**src/rtl/pipe_hazard_unit_if.sv**
```systemverilog
// Execute-stage hazard interface: ex_* instruction fields toward the hazard
// unit, forwarding selects / stall / flush back to the datapath.
interface pipe_hazard_unit_if #(
  parameter int NREG  = 32,
  parameter int DEPTH = 2
);
  localparam int AW = $clog2(NREG);
  localparam int SW = $clog2(DEPTH + 1);

  logic          ex_valid;
  logic [AW-1:0] ex_rs1;
  logic [AW-1:0] ex_rs2;
  logic          ex_use_rs1;
  logic          ex_use_rs2;
  logic [AW-1:0] ex_rd;
  logic          ex_reg_wr;
  logic          ex_is_load;
  logic          br_taken;
  logic [SW-1:0] fwd_sel_a;
  logic [SW-1:0] fwd_sel_b;
  logic          stall;
  logic          flush;

  modport master (
    output ex_valid, ex_rs1, ex_rs2, ex_use_rs1, ex_use_rs2,
           ex_rd, ex_reg_wr, ex_is_load, br_taken,
    input  fwd_sel_a, fwd_sel_b, stall, flush
  );

  modport slave (
    input  ex_valid, ex_rs1, ex_rs2, ex_use_rs1, ex_use_rs2,
           ex_rd, ex_reg_wr, ex_is_load, br_taken,
    output fwd_sel_a, fwd_sel_b, stall, flush
  );
endinterface

```
**src/rtl/pipe_hazard_unit.sv**
```systemverilog
// Scoreboard-based forwarding / load-use stall / branch flush controller.
// Optional event counters are built when HAZARD_STATS_EN is defined.
module pipe_hazard_unit #(
  parameter int NREG     = 32,
  parameter int DEPTH    = 2,
  parameter int LOAD_LAT = 1
) (
  input  logic               clk,
  input  logic               reset,
  pipe_hazard_unit_if.slave  hz
`ifdef HAZARD_STATS_EN
  ,
  output logic [31:0]        stall_cnt,
  output logic [31:0]        flush_cnt
`endif
);
  localparam int AW = $clog2(NREG);
  localparam int SW = $clog2(DEPTH + 1);

  logic [DEPTH:1] v_q, v_d;
  logic [DEPTH:1] wr_q, wr_d;
  logic [DEPTH:1] ld_q, ld_d;
  logic [AW-1:0]  rd_q [1:DEPTH];
  logic [AW-1:0]  rd_d [1:DEPTH];

  logic          hit_a, hit_b, ldw_a, ldw_b;
  logic [SW-1:0] sel_a, sel_b;
  logic          lu_a, lu_b, stall_o, flush_o;

  // Youngest producer wins: scan from stage 1 and keep only the first hit.
  always_comb begin
    hit_a = 1'b0;
    hit_b = 1'b0;
    ldw_a = 1'b0;
    ldw_b = 1'b0;
    sel_a = '0;
    sel_b = '0;
    for (int unsigned k = 1; k <= DEPTH; k++) begin
      if (!hit_a && hz.ex_use_rs1 && (hz.ex_rs1 != '0) && v_q[k] && wr_q[k] &&
          (rd_q[k] == hz.ex_rs1)) begin
        hit_a = 1'b1;
        sel_a = SW'(k);
        ldw_a = ld_q[k];
      end
      if (!hit_b && hz.ex_use_rs2 && (hz.ex_rs2 != '0) && v_q[k] && wr_q[k] &&
          (rd_q[k] == hz.ex_rs2)) begin
        hit_b = 1'b1;
        sel_b = SW'(k);
        ldw_b = ld_q[k];
      end
    end
    lu_a    = hit_a && ldw_a && (int'(sel_a) <= LOAD_LAT);
    lu_b    = hit_b && ldw_b && (int'(sel_b) <= LOAD_LAT);
    stall_o = !reset && hz.ex_valid && (lu_a || lu_b);
    flush_o = !reset && hz.ex_valid && hz.br_taken && !stall_o;
  end

  assign hz.fwd_sel_a = sel_a;
  assign hz.fwd_sel_b = sel_b;
  assign hz.stall     = stall_o;
  assign hz.flush     = flush_o;

  // Older entries always shift; a stall only replaces the new entry with a bubble.
  always_comb begin
    v_d  = v_q;
    wr_d = wr_q;
    ld_d = ld_q;
    rd_d = rd_q;
    for (int unsigned k = DEPTH; k >= 2; k--) begin
      v_d[k]  = v_q[k-1];
      wr_d[k] = wr_q[k-1];
      ld_d[k] = ld_q[k-1];
      rd_d[k] = rd_q[k-1];
    end
    if (stall_o) begin
      v_d[1]  = 1'b0;
      wr_d[1] = 1'b0;
      ld_d[1] = 1'b0;
      rd_d[1] = hz.ex_rd;
    end else begin
      v_d[1]  = hz.ex_valid;
      wr_d[1] = hz.ex_valid && hz.ex_reg_wr && (hz.ex_rd != '0);
      ld_d[1] = hz.ex_is_load;
      rd_d[1] = hz.ex_rd;
    end
  end

  always_ff @(posedge clk or posedge reset) begin
    if (reset) begin
      v_q  <= '0;
      wr_q <= '0;
      ld_q <= '0;
      for (int unsigned k = 1; k <= DEPTH; k++) rd_q[k] <= '0;
    end else begin
      v_q  <= v_d;
      wr_q <= wr_d;
      ld_q <= ld_d;
      for (int unsigned k = 1; k <= DEPTH; k++) rd_q[k] <= rd_d[k];
    end
  end

`ifdef HAZARD_STATS_EN
  logic [31:0] stall_cnt_q, stall_cnt_d;
  logic [31:0] flush_cnt_q, flush_cnt_d;

  always_comb begin
    stall_cnt_d = stall_cnt_q + 32'(stall_o);
    flush_cnt_d = flush_cnt_q + 32'(flush_o);
  end

  always_ff @(posedge clk or posedge reset) begin
    if (reset) begin
      stall_cnt_q <= '0;
      flush_cnt_q <= '0;
    end else begin
      stall_cnt_q <= stall_cnt_d;
      flush_cnt_q <= flush_cnt_d;
    end
  end

  assign stall_cnt = stall_cnt_q;
  assign flush_cnt = flush_cnt_q;
`endif
endmodule

```
**src/flat_wrapper.sv**
```systemverilog
// flat-port wrapper written by rule: the top's interface ports become plain ports
module pipe_hazard_unit_flat 
#(
  parameter int NREG     = 32,
  parameter int DEPTH    = 2,
  parameter int LOAD_LAT = 1
)
  (clk, reset, hz_ex_valid, hz_ex_rs1, hz_ex_rs2, hz_ex_use_rs1, hz_ex_use_rs2, hz_ex_rd, hz_ex_reg_wr, hz_ex_is_load, hz_br_taken, hz_fwd_sel_a, hz_fwd_sel_b, hz_stall, hz_flush);
  pipe_hazard_unit_if #(.NREG(NREG), .DEPTH(DEPTH)) hz_i ();
  input  logic clk;
  input  logic reset;
  input wire logic [$bits(hz_i.ex_valid)-1:0] hz_ex_valid;
  input wire logic [$bits(hz_i.ex_rs1)-1:0] hz_ex_rs1;
  input wire logic [$bits(hz_i.ex_rs2)-1:0] hz_ex_rs2;
  input wire logic [$bits(hz_i.ex_use_rs1)-1:0] hz_ex_use_rs1;
  input wire logic [$bits(hz_i.ex_use_rs2)-1:0] hz_ex_use_rs2;
  input wire logic [$bits(hz_i.ex_rd)-1:0] hz_ex_rd;
  input wire logic [$bits(hz_i.ex_reg_wr)-1:0] hz_ex_reg_wr;
  input wire logic [$bits(hz_i.ex_is_load)-1:0] hz_ex_is_load;
  input wire logic [$bits(hz_i.br_taken)-1:0] hz_br_taken;
  output wire logic [$bits(hz_i.fwd_sel_a)-1:0] hz_fwd_sel_a;
  output wire logic [$bits(hz_i.fwd_sel_b)-1:0] hz_fwd_sel_b;
  output wire logic [$bits(hz_i.stall)-1:0] hz_stall;
  output wire logic [$bits(hz_i.flush)-1:0] hz_flush;
  assign hz_i.ex_valid = hz_ex_valid;
  assign hz_i.ex_rs1 = hz_ex_rs1;
  assign hz_i.ex_rs2 = hz_ex_rs2;
  assign hz_i.ex_use_rs1 = hz_ex_use_rs1;
  assign hz_i.ex_use_rs2 = hz_ex_use_rs2;
  assign hz_i.ex_rd = hz_ex_rd;
  assign hz_i.ex_reg_wr = hz_ex_reg_wr;
  assign hz_i.ex_is_load = hz_ex_is_load;
  assign hz_i.br_taken = hz_br_taken;
  assign hz_fwd_sel_a = hz_i.fwd_sel_a;
  assign hz_fwd_sel_b = hz_i.fwd_sel_b;
  assign hz_stall = hz_i.stall;
  assign hz_flush = hz_i.flush;
  pipe_hazard_unit #(.NREG(NREG), .DEPTH(DEPTH), .LOAD_LAT(LOAD_LAT)) u_core (.clk(clk), .reset(reset), .hz(hz_i));
endmodule
```
**config.mk**
```make
export PLATFORM = sky130hd
export DESIGN_NAME = pipe_hazard_unit_flat
export DESIGN_NICKNAME = d
export VERILOG_FILES = /design/src/rtl/pipe_hazard_unit_if.sv /design/src/rtl/pipe_hazard_unit.sv /design/src/flat_wrapper.sv
export SDC_FILE = /design/constraint.sdc
export NUM_CORES = 1
export LEC_CHECK = 0
export ABC_AREA = 0
export BUFFER_PORTS_ARGS = -buffer_cell sky130_fd_sc_hd__clkbuf_2
export CAP_MARGIN = 10
export CORE_UTILIZATION = 51
export DETAILED_ROUTE_END_ITERATION = 12
export PLACE_DENSITY = 0.82
export SYNTH_ARGS = -nofsm -noshare
export SYNTH_HDL_FRONTEND = slang
export SYNTH_SLANG_ARGS = --single-unit
export TNS_END_PERCENT = 10
```
**constraint.sdc**
```tcl
create_clock -name clk -period 3 [get_ports clk]
set_clock_uncertainty 0.2 [all_clocks]
set_input_delay 0.45 -clock clk [delete_from_list [all_inputs] [get_ports clk]]
set_output_delay 0.45 -clock clk [all_outputs]
set_load 0.02 [all_outputs]
```
==> results.sh <==
export IMPL_antenna_found_initial=0
export IMPL_p_leak_uw=0.000448
export IMPL_critPathRequiredTime_ps=2350
export IMPL_hp_class="primary input to asynchronous set/reset pin"
export IMPL_grt_setup_unrepaired="false"
export IMPL_yosys_top_cells_area="dfrtp_1 (46%), xnor2_1 (11%), xor2_1 (11%)"
export IMPL_max_freq_mhz=403
export IMPL_cts_tree="done"
export IMPL_yosys_warnings=0
export IMPL_antenna_cells=0
export IMPL_remaining_drc_errors=1
export IMPL_worstSkewPairLatency_ps=280
export IMPL_r2r_start="u_core.rd_d[2]"
export IMPL_fin_nets=125
export IMPL_area_growth_pct=23.0
export IMPL_ir_drop_uv=310
export IMPL_synthDominantCellAreaShare_pct=46.4
export IMPL_r2r_end="u_core.ld_q[1]"
export IMPL_wl_met1_um=682
export IMPL_die_w_um=41.8
export IMPL_cap_violations=0
export IMPL_cts_hold_repair_buffers=0
export IMPL_cts_resized=0
export IMPL_min_period_ps=2480
export IMPL_grt_usage_pct=22.4
export IMPL_finalWeightedCongestion=0.779
export IMPL_violations="DRC, hold timing"
export IMPL_top_layer="met4"
export IMPL_ant_nets=0
export IMPL_setup_tns_ps=0
export IMPL_wl_mm=1.66
export IMPL_wl_met3_um=68
export IMPL_crit_type="register to primary output"
export IMPL_netlist_top_cell_by_area="dfrtp_1"
export IMPL_ys_types=22
export IMPL_nFillCells=132
export IMPL_drv_slew=0
export IMPL_critPathMaxFanout=3
export IMPL_synth_seq_cells=15
export IMPL_vias=669
export IMPL_start_util_pct=54.4
export IMPL_root_buffer="clkbuf_4"
export IMPL_synth_area_per_cell_um2=11.7
export IMPL_port_buffers=28
export IMPL_relSlewSlack_pct=64.9
export IMPL_grt_pass1_vias=728
export IMPL_syn_area_um2=810
export IMPL_grt_pass1_wl_mm=2.95
export IMPL_cts_sinks=15
export IMPL_coreArea_um2=1490
export IMPL_setup_viol=0
export IMPL_grt_max_degree=16
export IMPL_post_cts_buffers=0
export IMPL_post_dp_cell_area_um2=970
export IMPL_hpwl_mm=1.44
export IMPL_syn_inst=69
export IMPL_drt_first_pass_iters=8
export IMPL_wl_per_cell_um=14.2
export IMPL_met2_length_um=867
export IMPL_whs_ps=-0.923
export IMPL_outcome="finished, violations left"
export IMPL_cts_buffer_depth=2
export IMPL_cts_buffers=3
export IMPL_rows=14
export IMPL_die_height_um=41.8
export IMPL_r2r_slack_ps=1480
export IMPL_cp_arrival_ps=1830
export IMPL_multi_input_area_um2=427
export IMPL_synth_seq_area_share_pct=46.4
export IMPL_drt_initial_drc_count=3
export IMPL_worstSetupEndpointType="primary output"
export IMPL_p_per_area_nw_per_um2=405
export IMPL_worstMarginPinSlew_ps=526
export IMPL_drive_gt1_share_pct=39.6
export IMPL_dieArea_um2=1750
export IMPL_synthesis_nets=92
export IMPL_path_clk_slew_ps=80
export IMPL_cp_start_kind="register"
export IMPL_grt_overflow=0
export IMPL_htree_levels=1
export IMPL_hold_violations=1
export IMPL_ios=29
export IMPL_finalCritPeriodShare_pct=82.7
export IMPL_vias_per_cell=5.72
export IMPL_layout_area_seq_um2=375
export IMPL_ff2ff_path_depth=4
export IMPL_final_area_um2=996
## report_power, final
| group | total [uW] | switching (uW) | leakage, uW | internal, uW |
|---|---|---|---|---|
| Combinational | 70.8 | 37.1 | 0.000256 | 33.7 |
| Sequential | 223 | 11.1 | 0.000177 | 212 |
| Clock | 109 | 57.3 | 0.0000150 | 51.6 |
| Total | 403 | 105 | 0.000448 | 298 |
## synthesized netlist by cell type
library cell	count
a21boi_1	1
a21oi_1	2
a31oi_1	1
dfrtp_1	15
inv_1	2
nand2_1	2
nand3_1	2
nand4_1	4
nand4bb_1	2
nor2b_1	2
nor3_1	2
nor4_1	2
nor4_2	2
o211a_1	1
o211ai_1	1
o211ai_2	2
o21ai_2	2
o22ai_2	1
or4_1	1
or4_4	2
xnor2_1	10
xor2_1	10
## registers in the layout, indices dropped and copies added (netlist names)
register / flops
u_core.v_q: 2
u_core.rd_d: 5
u_core.rd_q: 5
u_core.wr_q: 2
u_core.ld_q: 1
## routing by layer
| layer | vias to the layer above | global-route usage [%] |
|---|---|---|
| li1 | 324 | - |
| met1 | 321 | 26.7 |
| met2 | 20 | 39.7 |
| met3 | 4 | 2.61 |
| met4 | 0 | 11.0 |
| met5 | - | 0 |
## critical path, stage by stage (launching register included)
cell      delay, ps
dfrtp_1         440
xnor2_1         240
nand4_1         170
nor4_2          350
o211a_1         200
clkbuf_2        160
## layout make-up
| cell class | instances | share of cell area [%] |
|---|---|---|
| Multi-Input combinational cell | 52 | 42.8 |
| Sequential cell | 15 | 37.7 |
| Timing Repair Buffer | 28 | 14.1 |
| Clock buffer | 4 | 2.64 |
| Tap cell | 16 | 2.01 |
| Inverter | 2 | 0.754 |
## placed cells by master (no fill, tap or decap)
cell and n:
nand3_1 2, xor2_1 10, o211ai_1 1, or4_4 2
dfrtp_1 15, o211a_1 1, nor4_2 2, o22ai_2 1
nor2b_1 2, or4_1 1, a21boi_1 1, clkbuf_1 1
a21oi_1 2, clkbuf_4 3, a31oi_1 1, nand4bb_1 2
o211ai_2 2, clkbuf_2 28, o21ai_2 2, nand4_1 4
xnor2_1 10, nand2_1 2, nor3_1 2, inv_1 2
nor4_1 2
## logic make-up after synthesis
logic type,synth area share (%)
AO/OA/AOI/OAI,11.9
flip-flops,46.4
AND/OR/NAND/NOR,19.2
buffers and inverters,0.928
XOR/XNOR,21.6
## stage by stage
| step | worst slack [ps] | power [uW] | std cells | utilization, % |
|---|---|---|---|---|
| after floorplan | 599 | 266 | 69 | - |
| after global placement | 599 | 296 | 113 | 65.1 |
| after detailed placement | 563 | 299 | 113 | 65.1 |
| after CTS | 486 | 410 | 117 | 66.9 |
| after global routing | 382 | 425 | 117 | 66.9 |
| final | 518 | 403 | 117 | 66.9 |
## worst max path at each step
stage | from | endpoint | slack, ps | depth (start not counted)
2_1_floorplan | hz_ex_rs2[4] | hz_fwd_sel_b[1] | 600 | 4
3_3_place_gp | hz_ex_rs2[4] | hz_flush | 600 | 6
3_5_place_dp | hz_ex_rs1[1] | hz_flush | 560 | 6
4_1_cts | u_core.rd_d[4] | hz_stall | 490 | 5
5_1_grt | u_core.rd_d[4] | hz_stall | 380 | 5
6_report | u_core.rd_d[4] | hz_stall | 520 | 5
Power figures use the tool's default switching activity.
